### src/rtl/bcd_display_ctrl.sv
// 16-bit binary (optionally two's complement) to five-digit BCD converter
// driving five active-low seven-segment digits, with a one-deep pending load.
module bcd_display_ctrl #(
  parameter int LZB = 1
) (
  input  logic        clk,
  input  logic        rst,
  input  logic        load,
  input  logic [31:0] din,
  input  logic        signed_mode,
  output logic        busy,
  output logic        done,
  output logic [19:0] bcd,
  output logic        neg,
  output logic [6:0]  hex0,
  output logic [6:0]  hex1,
  output logic [6:0]  hex2,
  output logic [6:0]  hex3,
  output logic [6:0]  hex4
);

  typedef enum logic [1:0] {IDLE, SHIFT, DONE} state_t;

  localparam logic [6:0] SEG_ZERO  = 7'b1000000;
  localparam logic [6:0] SEG_BLANK = 7'b1111111;
  localparam logic [6:0] HEX_RST   = (LZB != 0) ? SEG_BLANK : SEG_ZERO;

  function automatic logic [6:0] seg7(input logic [3:0] d);
    case (d)
      4'd0:    seg7 = 7'b1000000;
      4'd1:    seg7 = 7'b1111001;
      4'd2:    seg7 = 7'b0100100;
      4'd3:    seg7 = 7'b0110000;
      4'd4:    seg7 = 7'b0011001;
      4'd5:    seg7 = 7'b0010010;
      4'd6:    seg7 = 7'b0000010;
      4'd7:    seg7 = 7'b1111000;
      4'd8:    seg7 = 7'b0000000;
      4'd9:    seg7 = 7'b0010000;
      default: seg7 = SEG_BLANK;
    endcase
  endfunction

  state_t      state_q, state_d;
  logic [3:0]  cnt_q, cnt_d;
  logic [19:0] bcd_w_q, bcd_w_d;
  logic [15:0] bin_w_q, bin_w_d;
  logic        sign_q, sign_d;
  logic        pend_q, pend_d;
  logic [15:0] pdin_q, pdin_d;
  logic        psm_q, psm_d;
  logic [19:0] bcd_q, bcd_d;
  logic        neg_q, neg_d;
  logic        done_q, done_d;
  logic [6:0]  hex_q [5];
  logic [6:0]  hex_d [5];

  logic        start;
  logic [15:0] st_din;
  logic        st_sm;
  logic [19:0] adj;
  logic        unused_din;

  assign unused_din = ^din[31:16];

  always_ff @(posedge clk or posedge rst) begin
    if (rst) begin
      state_q <= IDLE;
      cnt_q   <= '0;
      bcd_w_q <= '0;
      bin_w_q <= '0;
      sign_q  <= 1'b0;
      pend_q  <= 1'b0;
      pdin_q  <= '0;
      psm_q   <= 1'b0;
      bcd_q   <= '0;
      neg_q   <= 1'b0;
      done_q  <= 1'b0;
      hex_q[0] <= SEG_ZERO;
      for (int unsigned i = 1; i < 5; i++) hex_q[i] <= HEX_RST;
    end else begin
      state_q <= state_d;
      cnt_q   <= cnt_d;
      bcd_w_q <= bcd_w_d;
      bin_w_q <= bin_w_d;
      sign_q  <= sign_d;
      pend_q  <= pend_d;
      pdin_q  <= pdin_d;
      psm_q   <= psm_d;
      bcd_q   <= bcd_d;
      neg_q   <= neg_d;
      done_q  <= done_d;
      for (int unsigned i = 0; i < 5; i++) hex_q[i] <= hex_d[i];
    end
  end

  always_comb begin
    state_d = state_q;
    cnt_d   = cnt_q;
    bcd_w_d = bcd_w_q;
    bin_w_d = bin_w_q;
    sign_d  = sign_q;
    pend_d  = pend_q;
    pdin_d  = pdin_q;
    psm_d   = psm_q;
    bcd_d   = bcd_q;
    neg_d   = neg_q;
    done_d  = 1'b0;
    for (int unsigned i = 0; i < 5; i++) hex_d[i] = hex_q[i];
    start  = 1'b0;
    st_din = din[15:0];
    st_sm  = signed_mode;
    adj    = '0;

    case (state_q)
      IDLE: start = load;
      SHIFT: begin
        if (load) begin
          pend_d = 1'b1;
          pdin_d = din[15:0];
          psm_d  = signed_mode;
        end
        for (int unsigned i = 0; i < 5; i++)
          adj[4*i +: 4] = (bcd_w_q[4*i +: 4] >= 4'd5) ? bcd_w_q[4*i +: 4] + 4'd3
                                                       : bcd_w_q[4*i +: 4];
        {bcd_w_d, bin_w_d} = {adj[18:0], bin_w_q, 1'b0};
        cnt_d = cnt_q + 4'd1;
        if (cnt_q == 4'd15) state_d = DONE;
      end
      DONE: begin
        bcd_d    = bcd_w_q;
        neg_d    = sign_q && (bcd_w_q != '0);
        done_d   = 1'b1;
        hex_d[0] = seg7(bcd_w_q[3:0]);
        // A digit is blank when it and every digit above it are zero.
        for (int unsigned i = 1; i < 5; i++)
          hex_d[i] = ((LZB != 0) && ((bcd_w_q >> (4*i)) == '0)) ? SEG_BLANK
                                                              : seg7(bcd_w_q[4*i +: 4]);
        if (load) begin
          start  = 1'b1;
          pend_d = 1'b0;
        end else if (pend_q) begin
          start  = 1'b1;
          st_din = pdin_q;
          st_sm  = psm_q;
          pend_d = 1'b0;
        end else begin
          state_d = IDLE;
        end
      end
      default: state_d = IDLE;
    endcase

    if (start) begin
      state_d = SHIFT;
      cnt_d   = '0;
      bcd_w_d = '0;
      sign_d  = st_sm && st_din[15];
      bin_w_d = (st_sm && st_din[15]) ? (~st_din + 16'd1) : st_din;
    end
  end

  assign busy = (state_q != IDLE) || pend_q;
  assign done = done_q;
  assign bcd  = bcd_q;
  assign neg  = neg_q;
  assign hex0 = hex_q[0];
  assign hex1 = hex_q[1];
  assign hex2 = hex_q[2];
  assign hex3 = hex_q[3];
  assign hex4 = hex_q[4];

endmodule

### config.mk
export PLATFORM = sky130hd
export DESIGN_NAME = bcd_display_ctrl
export DESIGN_NICKNAME = d
export VERILOG_FILES = /design/src/rtl/bcd_display_ctrl.sv
export SDC_FILE = /design/constraint.sdc
export NUM_CORES = 1
export LEC_CHECK = 0
export BUFFER_PORTS_ARGS = -buffer_cell sky130_fd_sc_hd__buf_2
export CORE_MARGIN = 4
export CORE_UTILIZATION = 45
export CTS_BUF_LIST = sky130_fd_sc_hd__clkbuf_2
export DETAILED_ROUTE_END_ITERATION = 6
export PLACE_DENSITY = 0.71
export SYNTH_ARGS = -nofsm -noshare
export SYNTH_HDL_FRONTEND = slang
export SYNTH_SLANG_ARGS = --single-unit
### constraint.sdc
create_clock -name clk -period 4.16 [get_ports clk]
set_input_delay 0.624 -clock clk [delete_from_list [all_inputs] [get_ports clk]]
set_output_delay 0.624 -clock clk [all_outputs]
set_load 0.03 [all_outputs]
==> impl_metrics.py <==
metrics = {
    "detailed_routing": {
        "wl_mm": 14.0,
        "viasPerCell": 5.45,
        "drc": 0,
        "ant_nets": 0,
        "drtIter0Drc": 428,
        "firstDrtPassIters": 5,
        "routedWlPerCell_um": 14.7,
        "num_vias": 5204,
    },
    "worst_setup_path": {
        "timing.rr.start": "state_q[0]",
        "cp.required_ns": 4.77,
        "cp_data_arrival_time_ns": 3.46,
        "r2r_cells": 9,
        "reg2reg_slack_ns": 1.32,
        "max_stage_delay_ns": 0.55,
        "crit_slowest_cell": "and4bb_2",
        "crit_chain": "and4bb_2, mux2i_1, ha_1, nor3b_1, o211ai_1, a32oi_2, o311ai_1, xor2_1, a21oi_1",
        "crit_type": "reg2reg",
        "worst-path-buf-inv": 0,
        "critPathTopFamily": "simple AND/OR/NAND/NOR gates",
        "cp-start-kind": "flop",
        "cp-end-kind": "flop",
        "crit_fanout": 13,
        "r2r-end": "bin_w_q[12]",
        "cp-startpoint": "state_q[0]",
    },
    "synth": {
        "synth_top_area_cell": "dfrtp_1",
        "syn_inst": 697,
        "synth_seq_cells": 118,
        "synth_ff_type": "dfrtp_1",
        "yosysSeqAreaShare_pct": 46.8,
        "yosys_warnings": 0,
        "syn-num-nets": 763,
        "async_flop_share_pct": 100,
        "synth_area_sq_um": 6380,
        "synth-edff-count": 0,
        "synthTopCellsByArea": "dfrtp_1, dfstp_2, nand2_1, o21ai_0, ha_1",
        "ys_types": 53,
        "synth_area_per_cell_sq_um": 9.16,
        "synth_top_area_share_pct": 34.9,
    },
    "floorplanning": {
        "rows": 43,
        "dieArea_sq_um": 16200,
        "coreArea_sq_um": 13900,
        "initial_core_util_pct": 46.0,
        "io_pins": 94,
        "die-width_um": 127,
        "chipHeight_um": 127,
    },
    "timing": {
        "fmax_mhz": 351,
        "finalHoldViolCount": 0,
        "finalSetupTns_ns": 0,
        "hold_slack_ns": 0.129,
        "finalCriticalPeriod_ns": 2.84,
        "period_share_pct": 68.4,
        "max_slew_margin_pct": 30.9,
        "maxSlewViolCount": 0,
        "rsz0062_at_grt": "no",
        "setup_viol": 0,
        "final.setup_skew_ns": 0.0308,
        "tightest_slew_ns": 1.04,
    },
    "clock_tree": {
        "clk_latency_ns": 0.69,
        "clock_path_buffers": 2,
        "cts_max_level": 4,
        "hold_buffers": 0,
        "path_clk_slew_ns": 0.18,
        "post_cts_buffers": 0,
        "cts-root-buf": "clkbuf_2",
        "cts_resized": 0,
        "cts_tree": "yes",
        "cts_buffers": 17,
        "cts.sink_count": 118,
    },
    "grt": {
        "grt_max_degree": 88,
        "grt_usage_pct": 18.4,
        "grt_pass1_wl_mm": 24.4,
        "grt_pass1_vias": 5112,
        "antenna_found_initial": 1,
        "gr-total-overflow": 0,
    },
    "placement": {
        "place_congestion": 0.864,
        "port_buffers": 77,
        "dp_hpwl_mm": 9.87,
    },
    "run": {
        "cap_violations": 0,
    },
    "layout": {
        "drive_above_1_share_pct": 22.1,
        "final_common_cell": "nand2_1",
        "area_growth_pct": 11.1,
        "layout.nets": 827,
        "layout_common_cells": "nand2_1, dfrtp_1, o21ai_0, buf_2, nor2_1",
    },
    "pwr": {
        "ir_worst_vdd_mv": 0.227,
        "power_leakage_nw": 3.30,
        "p_per_area_nw_per_um2": 730,
    },
    "hold_path": {
        "hp-class": "in2async",
    },
    "run_status": {
        "run_status": "complete, no violations",
    },
}
-- state kept, by name, indices dropped and copies added, names as in the netlist, 7 cells and up --
signal,count
pdin_q,16
hex1,7
bcd_w_q,20
hex2,7
hex4,7
hex0,7
bin_w_q,16
hex3,7
bcd,20
-- cell type report --
type                    instances  area, sq um
multi-input cells             517         3150
flip-flops and latches        118         2990
clock inverters                14          113
clock buffers                  18         90.1
diodes                          1         2.50
well taps                     180          225
fillers                      1289         6790
repair buffers                 82          423
inverters                      25         96.3
-- Yosys cell counts (all sizes together), types with 3 or more instances --
cell type  number
nand2         107
dfrtp          89
o21ai          83
nor2           65
a21oi          52
ha             30
dfstp          29
clkbuf         27
inv            24
nand3          20
mux2           18
xnor2          18
mux2i          17
nor3           14
buf            10
o22a            9
o31ai           9
xor2            8
a22oi           7
and3            6
o211ai          6
nand2b          5
nor2b           5
a211oi          4
a31oi           4
and2            3
nand3b          3
or3             3
-- metrics by stage --
stage | instances | area, sq um | utilization (%) | worst slack, ns | power, W
after floorplan | 697 | 6380 | - | 0.455 | 0.00391
after global placement | 922 | 6890 | 49.6 | 1.11 | 0.00444
after detailed placement | 922 | 6890 | 49.6 | 1.05 | 0.00454
after CTS | 954 | 7090 | 51.1 | 1.31 | 0.00522
after global routing | 955 | 7090 | 51.1 | 1.09 | 0.00565
final | 955 | 7090 | 51.1 | 1.32 | 0.00518
-- logic make-up after synthesis --
logic type	share of synthesized area, %
DFF	46.8
xor gates and xnor gates	3.57
AOI/OAI and AO/OA	16.8
buffers and inverters	3.82
muxes	5.90
adders and majority gates	5.88
and+or+nand+nor	17.2
-- power by group --
group | leakage (nW) | switching [W] | internal, W
registers | 1.43 | 0.000462 | 0.00164
clock network | 0.118 | 0.000452 | 0.000209
logic | 1.75 | 0.00150 | 0.000913
-- how the worst max path moves through the flow --
| stage | endpoint | slack (ns) | cells after the start |
|---|---|---|---|
| 2_1_floorplan | bcd[0] | 0.45 | 1 |
| 5_1_grt | bin_w_q[12] | 1.09 | 9 |
| 6_report | bin_w_q[12] | 1.32 | 9 |
| 4_1_cts | bin_w_q[12] | 1.31 | 9 |
| 3_5_place_dp | bin_w_q[12] | 1.05 | 10 |
| 3_3_place_gp | bin_w_q[12] | 1.11 | 10 |
-- per-layer routing --
layer	vias up	global-route usage [%]	part of all wire, %
met1	2477	24.0	45
met4	0	7.76	2.4
met5	-	0	0
met2	138	29.6	48
met3	35	4.06	5.0
li1	2554	-	-
(Power assumes the default switching activity.)
